<file path="config.mk">
export PLATFORM = sky130hd
export DESIGN_NAME = buttons_in
export DESIGN_NICKNAME = d
export VERILOG_FILES = /design/src/rtl/buttons_in.sv
export SDC_FILE = /design/constraint.sdc
export NUM_CORES = 1
export LEC_CHECK = 0
export CAP_MARGIN = 20
export CORE_UTILIZATION = 45
export DETAILED_ROUTE_END_ITERATION = 10
export PLACE_DENSITY = 0.76
export SLEW_MARGIN = 30
export SYNTH_ARGS = -nofsm -noshare
export SYNTH_HDL_FRONTEND = slang
export SYNTH_SLANG_ARGS = --single-unit
</file>
<file path="constraint.sdc">
create_clock -name clk -period 2 [get_ports clk]
set_input_delay 0.3 -clock clk [delete_from_list [all_inputs] [get_ports clk]]
set_output_delay 0.3 -clock clk [all_outputs]
set_load 0.05 [all_outputs]
</file>
<file path="src/rtl/buttons_in.sv">
// Debounced push-button block with a small word-addressed register bus.
// Optional interrupt support (irq_en register, btn_irq) is enabled by defining BUTTONS_IRQ_EN.
module buttons_in #(
    parameter int NBTN            = 2,
    parameter int DEBOUNCE_CYCLES = 270000,
    parameter bit ACTIVE_LOW      = 1'b1
) (
    input  logic            clk,
    input  logic            reset_n,
    input  logic [NBTN-1:0] btn_pins,
    input  logic            btn_sel,
    input  logic            btn_we,
    input  logic [1:0]      btn_addr,
    input  logic [31:0]     btn_data_i,
    output logic            btn_ready,
    output logic [31:0]     btn_data_o,
    output logic            btn_irq
);

    localparam logic [23:0]     CNT_LAST = 24'(DEBOUNCE_CYCLES - 1);
    // Synchronizers come out of reset at the released pin level, so a held button debounces from scratch.
    localparam logic [NBTN-1:0] PIN_IDLE = ACTIVE_LOW ? {NBTN{1'b1}} : {NBTN{1'b0}};

    logic [NBTN-1:0] meta_r;
    logic [NBTN-1:0] sync2_r;
    logic [NBTN-1:0] sync_s;
    logic [NBTN-1:0] stable_s;
    logic [NBTN-1:0] stable_d_r;
    logic [NBTN-1:0] events_r;
    logic [NBTN-1:0] events_nxt_s;
    logic [NBTN-1:0] rise_s;
    logic [NBTN-1:0] ev_clr_s;
    logic            ready_r;
    logic [31:0]     data_o_r;
    logic [31:0]     rdata_s;
    logic            acc_s;
    logic            wr_s;
    logic            unused_data_s;

    assign unused_data_s = ^btn_data_i[31:NBTN];

    // Two-flop synchronizer on the raw pins
    always_ff @(posedge clk or negedge reset_n) begin
        if (!reset_n) begin
            meta_r  <= PIN_IDLE;
            sync2_r <= PIN_IDLE;
        end else begin
            meta_r  <= btn_pins;
            sync2_r <= meta_r;
        end
    end

    assign sync_s = ACTIVE_LOW ? ~sync2_r : sync2_r;

    for (genvar g = 0; g < NBTN; g++) begin : g_deb
        logic [23:0] cnt_r;
        logic        stable_r;

        // Debounce counter: a level must differ from stable for DEBOUNCE_CYCLES edges to be accepted
        always_ff @(posedge clk or negedge reset_n) begin
            if (!reset_n) begin
                cnt_r    <= 24'd0;
                stable_r <= 1'b0;
            end else if (sync_s[g] == stable_r) begin
                cnt_r    <= 24'd0;
                stable_r <= stable_r;
            end else if (cnt_r == CNT_LAST) begin
                cnt_r    <= 24'd0;
                stable_r <= sync_s[g];
            end else begin
                cnt_r    <= cnt_r + 24'd1;
                stable_r <= stable_r;
            end
        end

        assign stable_s[g] = stable_r;
    end

    assign acc_s  = btn_sel & ~ready_r;
    assign wr_s   = acc_s & btn_we;
    assign rise_s = stable_s & ~stable_d_r;

    // W1C mask for EVENTS; a same-edge press is ORed in afterwards so the set wins
    always_comb begin
        ev_clr_s = {NBTN{1'b0}};
        if (wr_s && (btn_addr == 2'd1)) begin
            ev_clr_s = btn_data_i[NBTN-1:0];
        end else begin
            ev_clr_s = {NBTN{1'b0}};
        end
    end

    assign events_nxt_s = (events_r & ~ev_clr_s) | rise_s;

    // Press edge detection and sticky event bits
    always_ff @(posedge clk or negedge reset_n) begin
        if (!reset_n) begin
            stable_d_r <= {NBTN{1'b0}};
            events_r   <= {NBTN{1'b0}};
        end else begin
            stable_d_r <= stable_s;
            events_r   <= events_nxt_s;
        end
    end

`ifdef BUTTONS_IRQ_EN
    logic [NBTN-1:0] irq_en_r;
    logic            irq_r;

    // Interrupt mask register and registered level interrupt
    always_ff @(posedge clk or negedge reset_n) begin
        if (!reset_n) begin
            irq_en_r <= {NBTN{1'b0}};
            irq_r    <= 1'b0;
        end else begin
            if (wr_s && (btn_addr == 2'd2)) begin
                irq_en_r <= btn_data_i[NBTN-1:0];
            end else begin
                irq_en_r <= irq_en_r;
            end
            irq_r <= |(events_r & irq_en_r);
        end
    end

    assign btn_irq = irq_r;
`else
    assign btn_irq = 1'b0;
`endif

    // Read multiplexer; EVENTS returns the pre-update value
    always_comb begin
        rdata_s = 32'd0;
        case (btn_addr)
            2'd0:    rdata_s = 32'(stable_s);
            2'd1:    rdata_s = 32'(events_r);
`ifdef BUTTONS_IRQ_EN
            2'd2:    rdata_s = 32'(irq_en_r);
`endif
            default: rdata_s = 32'd0;
        endcase
    end

    // One-wait-state handshake; read data captured with the ready pulse and held afterwards
    always_ff @(posedge clk or negedge reset_n) begin
        if (!reset_n) begin
            ready_r  <= 1'b0;
            data_o_r <= 32'd0;
        end else begin
            ready_r <= acc_s;
            if (acc_s) begin
                data_o_r <= rdata_s;
            end else begin
                data_o_r <= data_o_r;
            end
        end
    end

    assign btn_ready  = ready_r;
    assign btn_data_o = data_o_r;

endmodule

</file>
# Word level (Yosys, flattened, before mapping)
# Cells that the tools add are included.
[totals]
ff_bits = 91
in_bits = 40
output_inout_bits = 34
elab_cells = 38
[op_classes]
addsub = 2
n_eq_ne = 5
muxes = 6
bitwise_logic = 11
n_reduce_logical = 4
[op_table]
columns = ["operator", "count"]
rows = [
  ["24-bit 2-to-1 mux", 4],
  ["24-bit by 1-bit adder with 24-bit output, second input constant", 2],
  ["24-bit by 19-bit equality test with 1-bit output, second input constant", 2],
  ["2-bit inverter", 3],
  ["2-bit AND", 2],
  ["2-bit case mux with 2 select lines", 1],
  ["2-bit AND reduction", 2],
  ["1-bit inverter", 3],
  ["1-bit AND", 2],
  ["1-bit equality test", 2],
  ["2-bit by 1-bit equality test with 1-bit output, second input constant", 1],
  ["2-bit zero test", 1],
  ["2-bit 2-to-1 mux", 1],
  ["2-bit bitwise OR", 1],
  ["1-bit logical AND", 1],
]

# Longest topological paths before layout
[depth]
depth_word = 8
ltp_mapped = 6
ltp_nobuf = 5

# Least setup slack after synthesis
# No wires, ideal clock.
[synth_path]
path_kind = "register -> register"
from = "register g_deb[1].cnt_r[0]"
to = "register g_deb[1].cnt_r[18]"
setup_ps = 73
t_arrival_ps = 2000
t_required_ps = 1927
setup_slack_ps = -73
path_stages_with_launch = 7
path_buffers = 1
period_less_slack_ps = 2073
path_cell_list = "dfrtp_1 -> ha_1 -> nand4_2 -> or4_1 -> buf_2 -> or4_4 -> a21oi_2"
[synth_between]
elab_chain_cells = 3
word_cells_on_any_way = 4
cone_classes = "1 x add/sub; 1 x eq/ne; 2 x mux"
[synth_rtl]
columns = ["item", "line", "source"]
rows = [
  ["start: declaration", "56", "logic [23:0] cnt_r;"],
  ["start signal: assignment", "71", "cnt_r <= cnt_r + 24'd1;"],
  ["24-bit by 1-bit adder with 24-bit output / 24-bit by 19-bit equality test with 1-bit output (equally long branches)", "71, 67", ""],
  ["24-bit 2-to-1 mux *", "67", "end else if (cnt_r == CNT_LAST) begin"],
  ["24-bit 2-to-1 mux *", "64", "end else if (sync_s[g] == stable_r) begin"],
]
# Mark *: on every way between the ends. The rest lies on a longest branch, timed or not.
# A chain may end at the register's enable or synchronous reset.

# Worst setup path after layout
[layout_path]
from = "register g_deb[1].cnt_r[1]"
to = "register g_deb[1].cnt_r[18]"
# The elaborated chain is that of the path after synthesis.

==> results.py <==
metrics = {
    "clocking": {
        "cts_buffer_depth": 2,
        "cts_max_level": 3,
        "cts_tree": "built",
        "clk_pin_slew_ns": 0.07,
        "numCtsBuffers": 9,
        "clock_latency_ns": 0.34,
        "cts_root_buffer": "clkbuf_8",
        "clock-sinks": 61,
    },
    "sta": {
        "worst_slack_ns": 0.0361,
        "worstMarginPinSlew_ns": 0.501,
        "finClkSkew_ns": 0.00778,
        "final.min_clock_period_ns": 1.96,
        "max_freq_mhz": 509,
        "slew_violations": 0,
        "min_period_over_period": 0.982,
        "holdWs_ns": 0.356,
        "final_hold_viol_count": 0,
        "finalSetupViolCount": 0,
        "slew_headroom": 0.665,
    },
    "worst_hold_path": {
        "min_path_type": "register to register",
    },
    "detailed_routing": {
        "final_antenna_net_count": 0,
        "highest_layer": "met4",
        "detail_route.wl_per_cell_um": 12.7,
        "routed-wl-met3_um": 184,
        "drc_errors": 0,
        "vias": 2394,
        "vias_per_cell": 5.09,
        "drt_pre_antenna_iters": 4,
        "drt_iter0_markers": 96,
        "wl_met1_um": 2640,
        "wirelength_um": 5990,
        "route.met2.wl_um": 3070,
    },
    "worst_setup_path": {
        "cp.required_ns": 2.28,
        "critical-path-top-delay-family": "simple AND/OR/NAND/NOR gates",
        "arrival_ns": 2.24,
        "cp_max_fo": 9,
        "crit_path_end_kind": "register",
        "crit_top_cell": "or4_4",
        "startpoint_type": "register",
        "path_buf_inv": 0,
        "cp_slowest_stage_delay_ns": 0.59,
        "crit_chain": "ha_4 -> nand4_4 -> or4_4 -> or4_4 -> a21oi_2",
        "critPathKind": "register to register",
        "cp_slowest_cell": "or4_4",
    },
    "cells_and_area": {
        "diodes": 0,
        "multi_input_area_um2": 1500,
        "drive_above_1_share": 0.160,
        "final_cell_area_um2": 3820,
        "nets": 411,
        "utilization": 0.562,
        "area_delta_synth_final_pct": 20.3,
        "n_fill_cell": 571,
        "stdcell_count": 470,
        "ff_latch_area_um2": 1530,
    },
    "synthesis": {
        "synth_seq_cells": 61,
        "synth_seq_area_share": 0.483,
        "synth_warnings": 0,
        "syn_avg_cell_area_um2": 9.64,
        "yosysUniqueCellTypes": 36,
        "synthCells": 329,
        "synth_area_um2": 3170,
    },
    "floorplan": {
        "fp.dieH_um": 86.0,
        "die-width_um": 86.0,
        "rows": 30,
        "initial_utilization": 0.467,
        "boundaryPins": 74,
        "coreArea_um2": 6790,
        "dieArea_um2": 7390,
    },
    "placement": {
        "gp_congestion": 0.877,
        "dp.cells": 449,
        "dpl_worst_slack_ns": -0.0444,
        "post-dp-hpwl_um": 3990,
        "io_buffer_count": 12,
        "place_area_um2": 3490,
    },
    "global_routing": {
        "track_usage": 0.179,
        "grt_pass1_vias": 2356,
        "antenna_found_initial": 0,
        "grt_max_degree": 62,
        "grt-ovfl-total": 0,
        "grt_pass1_wl_um": 10200,
    },
    "pwr": {
        "p_per_area_nw_per_um2": 747,
        "irDropWorstVdd_mv": 0.544,
        "p_leak_nw": 1.62,
    },
    "job": {
        "max-cap-violations": 0,
    },
    "run_status": {
        "status": "finished, final reports clean",
    },
}
==> state kept, by name, indices dropped and copies added, names as in the netlist <==
signal          count
g_deb.cnt_r        48
g_deb.stable_r      2
meta_r              2
stable_d_r          2
sync2_r             2
btn_data_o          2
events_r            2
btn_ready           1
==> cell usage after synthesis <==
cell	count	share of area
or4_1	6	0.014
or4_4	1	0.0036
clkbuf_2	1	0.0016
dfstp_2	4	0.033
and2_1	1	0.0020
and4_1	7	0.019
o41ai_2	1	0.0051
nor4_1	7	0.014
and3_1	6	0.012
buf_4	31	0.073
nor2_1	34	0.040
mux2i_1	4	0.013
o21ai_0	16	0.025
o2bb2ai_1	2	0.0055
nor4b_1	3	0.0083
or3_1	15	0.030
a21oi_1	18	0.028
o31ai_1	5	0.012
nor3_1	5	0.0079
a21oi_2	1	0.0028
nand4_1	11	0.022
inv_1	10	0.012
xnor2_1	18	0.050
nand2_1	19	0.022
nand4b_1	1	0.0028
nand3_1	19	0.030
ha_1	2	0.0079
or4b_2	1	0.0032
dfrtp_1	57	0.45
xor2_1	9	0.025
buf_2	3	0.0047
nand4_2	2	0.0079
conb_1	1	0.0012
clkbuf_1	6	0.0071
nand2b_1	1	0.0020
o21ai_2	1	0.0028
==> layout by cell type (no fill, tap or decap), drive strengths merged <==
master          n
and3            6
inv            10
clkinv          3
clkdlybuf4s50  11
nand4          13
a21oi          19
xnor2          18
ha              2
xor2            9
dfstp           4
nor4            7
nor4b           3
mux2i           4
and4            7
nand4b          1
o2bb2ai         2
o41ai           1
o21ai          17
nor3            5
nand2b          1
or3            15
and2            1
conb           31
o31ai           5
clkbuf         11
buf            28
or4             7
dfrtp          57
or4b            1
nand2          19
bufinv          2
nand3          19
dlygate4sd3     1
nor2           34
==> worst register-to-register path, cell delays in order (launching register included) <==
cell	delay (ns)
dfrtp_1	0.42
ha_4	0.19
nand4_4	0.08
or4_4	0.59
or4_4	0.50
a21oi_2	0.12
==> cells by family after synthesis <==
logic type      Yosys count  share of synthesized area
simple gates            139                      0.241
flops                    61                      0.483
buf+inv                  51                     0.0986
compound gates           44                     0.0817
xor+xnor                 27                     0.0746
mux                       4                     0.0126
fa+ha+maj                 2                    0.00789
other cells               1                    0.00118
==> through the flow <==
| step | TNS, ns | total power, mW |
|---|---|---|
| finish | 0 | 2.85 |
| global route | -0.00411 | 2.95 |
| floorplan | 0 | 1.56 |
| detailed placement | -0.645 | 1.59 |
| CTS | 0 | 2.88 |
| global placement | -0.0390 | 1.59 |
==> what timing repair did <==
| action | in CTS | in global routing |
|---|---|---|
| pin swaps | 2 | 1 |
| resized for setup | 6 | 2 |
| endpoints found under the hold margin | 57 | 0 |
| buffers inserted | 2 | 1 |
| gates cloned | 1 | 0 |
| endpoints found under the setup margin | 24 | 6 |
| hold buffers | 1 | 0 |
==> metal layers <==
layer / vias up / global-route usage
met3: 10 / 0.0577
met5: - / 0
li1: 1183 / -
met1: 1168 / 0.204
met2: 33 / 0.311
met4: 0 / 0.0682
==> power breakdown <==
group | total (mW) | switching, mW | leakage (nW) | internal, mW
clock network | 1.26 | 0.492 | 0.120 | 0.771
logic | 0.299 | 0.220 | 0.676 | 0.0795
registers | 1.29 | 0.0223 | 0.827 | 1.27
==> layout make-up <==
cell class | instances | share of cell area
flip-flops and latches | 61 | 0.401
multi-input cells | 247 | 0.393
repair buffers | 40 | 0.103
clock buffers | 11 | 0.0397
well taps | 96 | 0.0315
clock inverters | 5 | 0.0216
inverters | 10 | 0.00984
==> final timing paths <==
check                           slack (ns)              start  cells after the start                 end
worst min register to register        0.36          meta_r[1]                      0          sync2_r[1]
min in group asynchronous             0.49            reset_n                      3       btn_data_o[0]
worst max-delay path                  0.04  g_deb[1].cnt_r[1]                      5  g_deb[1].cnt_r[18]
max in group asynchronous             1.19            reset_n                      3           meta_r[0]
worst min-delay path                  0.36          meta_r[1]                      0          sync2_r[1]
worst max register to register        0.04  g_deb[1].cnt_r[1]                      5  g_deb[1].cnt_r[18]
No activity file was read; power rests on OpenSTA's default activity.
